[config.mk]
export PLATFORM = sky130hd
export DESIGN_NAME = medevac_sensor_qualifier
export DESIGN_NICKNAME = d
export VERILOG_FILES = /design/src/rtl/medevac_sensor_qualifier.sv
export SDC_FILE = /design/constraint.sdc
export NUM_CORES = 1
export LEC_CHECK = 0
export ABC_AREA = 1
export ABC_CLOCK_PERIOD_IN_PS = 1900
export BUFFER_PORTS_ARGS = -buffer_cell sky130_fd_sc_hd__buf_2
export CAP_MARGIN = 5
export CORE_MARGIN = 2
export CORE_UTILIZATION = 48
export CTS_CLUSTER_DIAMETER = 60
export CTS_CLUSTER_SIZE = 14
export DETAILED_ROUTE_END_ITERATION = 8
export PLACE_DENSITY_LB_ADDON = 0.05
export SETUP_SLACK_MARGIN = 0.05
export SLEW_MARGIN = 20
export SYNTH_ARGS = -nofsm -noshare
export SYNTH_HDL_FRONTEND = slang
export SYNTH_SLANG_ARGS = --single-unit
[constraint.sdc]
create_clock -name clk -period 1.9 [get_ports clk]
set_input_delay 0.285 -clock clk [delete_from_list [all_inputs] [get_ports clk]]
set_output_delay 0.285 -clock clk [all_outputs]
set_load 0.01 [all_outputs]
[src/rtl/medevac_sensor_qualifier.sv]
// Sensor/ACK front end for medevac_fsm: 2-flop sync, asymmetric persistence debounce
// on sample_en, and a post-reset warm-up that holds every qualified flag low.
module medevac_sensor_qualifier #(
  parameter int CNT_W   = 4,
  parameter int ON_CNT  = 4,
  parameter int OFF_CNT = 8,
  parameter int ACK_CNT = 3,
  parameter int WARMUP  = 15
) (
  input  logic clk,
  input  logic rst,
  input  logic sample_en,
  input  logic raw_st,
  input  logic raw_hs,
  input  logic raw_oc,
  input  logic raw_cs,
  input  logic raw_im,
  input  logic raw_ws,
  input  logic raw_ack,
  output logic ST,
  output logic HS,
  output logic OC,
  output logic CS,
  output logic IM,
  output logic WS,
  output logic ACK,
  output logic ack_pulse,
  output logic ready
);

  // state  | meaning
  // S_WARM | counting sample_en pulses, all flags forced to 0
  // S_RUN  | warm-up done, channels debounce normally until rst
  typedef enum logic [0:0] {
    S_WARM = 1'b0,
    S_RUN  = 1'b1
  } state_t;

  localparam int NCH   = 7;
  localparam int ACK_I = 6;

  localparam logic [CNT_W-1:0] ON_TC   = CNT_W'(ON_CNT - 1);
  localparam logic [CNT_W-1:0] OFF_TC  = CNT_W'(OFF_CNT - 1);
  localparam logic [CNT_W-1:0] ACK_TC  = CNT_W'(ACK_CNT - 1);
  localparam logic [CNT_W-1:0] WARM_TC = CNT_W'(WARMUP - 1);

  state_t state, state_nxt;
  logic [CNT_W-1:0] wcnt, wcnt_nxt;

  logic [NCH-1:0] raw_vec;
  logic [NCH-1:0] sync1, sync2;
  logic [NCH-1:0] flag, flag_nxt;
  logic [CNT_W-1:0] cnt [NCH];
  logic [CNT_W-1:0] cnt_nxt [NCH];
  logic [CNT_W-1:0] tc;
  logic ack_pulse_q, ack_pulse_nxt;

  assign raw_vec = {raw_ack, raw_ws, raw_im, raw_cs, raw_oc, raw_hs, raw_st};

  always_ff @(posedge clk) begin
    if (rst) begin
      state       <= S_WARM;
      wcnt        <= '0;
      sync1       <= '0;
      sync2       <= '0;
      flag        <= '0;
      ack_pulse_q <= 1'b0;
      for (int i = 0; i < NCH; i++) cnt[i] <= '0;
    end else begin
      state       <= state_nxt;
      wcnt        <= wcnt_nxt;
      sync1       <= raw_vec;
      sync2       <= sync1;
      flag        <= flag_nxt;
      ack_pulse_q <= ack_pulse_nxt;
      for (int i = 0; i < NCH; i++) cnt[i] <= cnt_nxt[i];
    end
  end

  always_comb begin
    state_nxt = state;
    wcnt_nxt  = wcnt;
    case (state)
      S_WARM: begin
        if (sample_en) begin
          wcnt_nxt = wcnt + CNT_W'(1);
          if (wcnt == WARM_TC) state_nxt = S_RUN;
        end
      end
      S_RUN: state_nxt = S_RUN;
      default: state_nxt = S_WARM;
    endcase
  end

  // Threshold depends on the channel and on the direction the flag would move.
  always_comb begin
    flag_nxt = flag;
    cnt_nxt  = cnt;
    tc       = '0;
    if (sample_en && (state == S_RUN)) begin
      for (int i = 0; i < NCH; i++) begin
        if (i == ACK_I) tc = ACK_TC;
        else            tc = flag[i] ? OFF_TC : ON_TC;
        if (sync2[i] == flag[i]) begin
          cnt_nxt[i] = '0;
        end else if (cnt[i] == tc) begin
          flag_nxt[i] = ~flag[i];
          cnt_nxt[i]  = '0;
        end else begin
          cnt_nxt[i] = cnt[i] + CNT_W'(1);
        end
      end
    end
    ack_pulse_nxt = flag_nxt[ACK_I] & ~flag[ACK_I];
  end

  assign ST        = flag[0];
  assign HS        = flag[1];
  assign OC        = flag[2];
  assign CS        = flag[3];
  assign IM        = flag[4];
  assign WS        = flag[5];
  assign ACK       = flag[ACK_I];
  assign ack_pulse = ack_pulse_q;
  assign ready     = (state == S_RUN);

endmodule

==> summary.md <==
| Metric | Value |
|---|---|
| Unrepaired setup endpoints after global routing | `false` |
| Placed Area | `2750 sq um` |
| Syn Nets | `between 300 and 400` |
| Worst Setup End Kind | `flop` |
| Post-DP HPWL | `between 3000 and 4000 microns` |
| Hold Crit Class | `in -> reg` |
| Root Buffer | `clkbuf_8` |
| CP arrival | `around 1.5 ns` |
| Status | `completed` |
| Tcrit/Tclk final | `approximately 71%` |
| Final hold viol count | `0` |
| Clk_lat worst skew | `around 0.3 ns` |
| Slew HR | `about three quarters` |
| Reg2reg setup slack | `roughly 0.55 ns` |
| Die Area | `about 6000 sq um` |
| Post-Syn Area | `roughly 2600 sq um` |
| Sequential share of the synthesized area | `between 40% and 50%` |
| Max Freq | `between 700 and 800 MHz` |
| Antenna viol nets, final | `0` |
| Core box area | `around 5200 sq um` |
| # DRC | `0` |
| Storage cell area | `~1100 sq um` |
| Maximum root-to-sink buffer count | `2` |
| Clock Power Share | `38.8%` |
| Yosys reg bits | `55` |
| Library cells used by synthesis | `22` |
| Reg2Reg Depth | `5` |
| Sequential share of power | `57.7%` |
| Wire length per cell | `~10 microns` |
| TritonRoute pass-1 iters | `4` |
| Global routing usage on met1 | `about a quarter` |
| HP Start | `raw_cs` |
| Synthesized area per cell | `approximately 7.1 sq um` |
| Peak supply drop | `between 0.0004 and 0.0005 V` |
| I/O Buffers | `18` |
| Pins Over Slew Limit | `0` |
| Post-CTS Setup Inserts | `0` |
| Gate Count Post-Synth | `369` |
| Clk pin slew, worst setup/hold paths | `approximately 0.10 ns` |
| Ant. Diodes | `0` |
| FILL cells | `~500` |
| Post-Layout Inst Area | `roughly 2900 sq um` |
| Worst hold path stage count | `3` |
| Internal Power | `around 1600 uW` |
| Die width | `77.6 microns` |
| Critical path class | `reg -> reg` |
| Reg-to-Reg End | `flag[6]` |
| Net Sw Frac | `about a fifth` |
| Vias in the first global route | `1902` |
| Iteration-0 DRC count of the detailed router | `between 100 and 150` |
| Fin crit period | `1.35 ns` |
| Pwr dens | `712 nW/um^2` |
| GPL Wtd Cong | `about 0.79` |
| Net Switching | `roughly 420 uW` |
| Worst Path Max Fanout | `23` |
| DRT Wirelength | `4630 microns` |
| P&R area growth vs syn | `10.3%` |
| Min-Delay Endpoint | `sync1[3]` |
| Met2 Use GR | `27.7%` |
| First-pass GRT wire length | `8480 microns` |
| Slew @ Worst Pin | `between 0.3 and 0.4 ns` |
| Max cap viols | `0` |
| Data required, critical path | `about 2.1 ns` |
| Ratio of cells with drive above 1 in the final layout | `10.3%` |
| Clock tree from TritonCTS | `built` |
| Reg2reg start | `ready` |
| Tot GR Track Use | `about 17%` |
| Starting Density | `around half` |
| # H-tree levels | `2` |
| Type of origin of the critical path | `flop` |
| Gate power share | `under 10%` |
| Largest net degree at the start of global routing | `34` |
| Post-Route Skew | `0.00659 ns` |
| Initial antenna violation count | `0` |
| M3 GR Usage | `3.49%` |
| Global route overflow | `0` |
| Clock sink count | `55` |
| Hold_buf cts | `0` |
| Setup Total Neg Slack | `0 ns` |
| I/O pin cnt | `19` |
| FP Rows | `26` |
| Setup-failing EPs final | `0` |
| GRT Max-Usage Layer | `met2` |
| Post-CTS sizing | `0` |
| Vias | `2131` |
| Cts bufs inserted | `5` |
| Final Net Count | `407` |
| Static Leakage | `0.00116 uW` |
| Via density | `4.65` |
| Area of the multi-input gates | `roughly 1200 sq um` |
| Final total power | `2040 uW` |
| Die Y | `77.6 microns` |
| Ys Warns | `0` |
worst max-delay path by stage:
stage | end | slack, ns | startpoint
final | flag[6] | 0.55 | ready
after global routing | flag[2] | 0.39 | cnt[16]
after CTS | flag[6] | 0.52 | ready
after detailed placement | flag[6] | 0.55 | ready
after global placement | ack_pulse | 0.59 | ready
after floorplan | flag[1] | 0.76 | cnt[20]
metrics by stage:
stage	worst slack (ns)	hold slack [ns]	util, %	std cells
final	0.547	0.180	55.5	458
after global routing	0.392	0.166	55.5	458
after detailed placement	0.550	0.396	53.2	450
after CTS	0.522	0.167	55.5	458
after floorplan	0.763	0.388	-	369
after global placement	0.593	0.391	53.2	450
power groups by stage:
stage | clock (uW) | sequential (uW) | combinational [uW]
final | 794 | 1180 | 71.3
after global routing | 874 | 1180 | 84.7
after CTS | 824 | 1180 | 72.6
after detailed placement | 0 | 1210 | 72.5
after global placement | 0 | 1210 | 71.4
after floorplan | 0 | 1200 | 49.3
Yosys cell counts:
cell / instances / share of area, %
a21oi_1: 31 / 6.0
a41oi_1: 1 / 0.34
buf_2: 3 / 0.58
buf_6: 1 / 0.43
clkbuf_1: 6 / 0.87
dfxtp_1: 55 / 42
ha_1: 10 / 4.8
inv_1: 55 / 7.9
inv_6: 1 / 0.34
nand2_1: 91 / 13
nand2_4: 3 / 1.3
nand3_1: 34 / 6.5
nand3_2: 1 / 0.38
nand4_1: 6 / 1.4
nor2_1: 47 / 6.8
nor2_2: 2 / 0.48
nor2_4: 4 / 1.7
nor3_1: 1 / 0.19
o21ai_0: 8 / 1.5
or2_1: 1 / 0.24
xnor2_1: 1 / 0.34
xor2_1: 7 / 2.4
metal layers:
layer,share of wire [%],vias to the layer above,routed length [microns]
met2,45,17,2080
met3,2.0,2,94
li1,-,1187,-
met4,0.45,0,21
met1,53,925,2430
met5,0,-,0
cell type report:
| type | count | share of cell area, % |
|---|---|---|
| inverters | 56 | 7.49 |
| clock buffers | 6 | 2.88 |
| clock inverters | 2 | 1.22 |
| well taps | 70 | 3.05 |
| repair buffers | 21 | 3.92 |
| flip-flops and latches | 55 | 38.3 |
| multi-input cells | 248 | 43.1 |
cells by family after synthesis:
kind of cell	share of synthesized area [%]
xor gates and xnor gates	2.69
AOI/OAI and AO/OA	7.84
buffers and inverters	10.1
and+or+nand+nor	32.2
adders and majority gates	4.81
DFF	42.3
state kept, by name (all words and copies together), names as in the netlist:
register	cells
ack_pulse	1
ready	1
flag	7
wcnt	4
sync2	7
sync1	7
cnt	28
cells in the final DEF, fill, tap and decap left out, drive strengths merged, types with 6 or more instances in the layout:
master  Yosys  final
a21oi      31     31
buf         4     21
clkbuf      6      6
dfxtp      55     55
ha         10     10
inv        56     56
nand2      94     94
nand3      35     35
nand4       6      6
nor2       53     53
o21ai       8      8
xor2        7      7
critical path: stages (launching register included):
cell     delay [ns]
dfxtp_1        0.43
nand2_4        0.22
inv_6          0.18
nand3_2        0.11
o21ai_0        0.22
a21oi_1        0.07
Note: power is estimated with default switching activity, not from simulation.
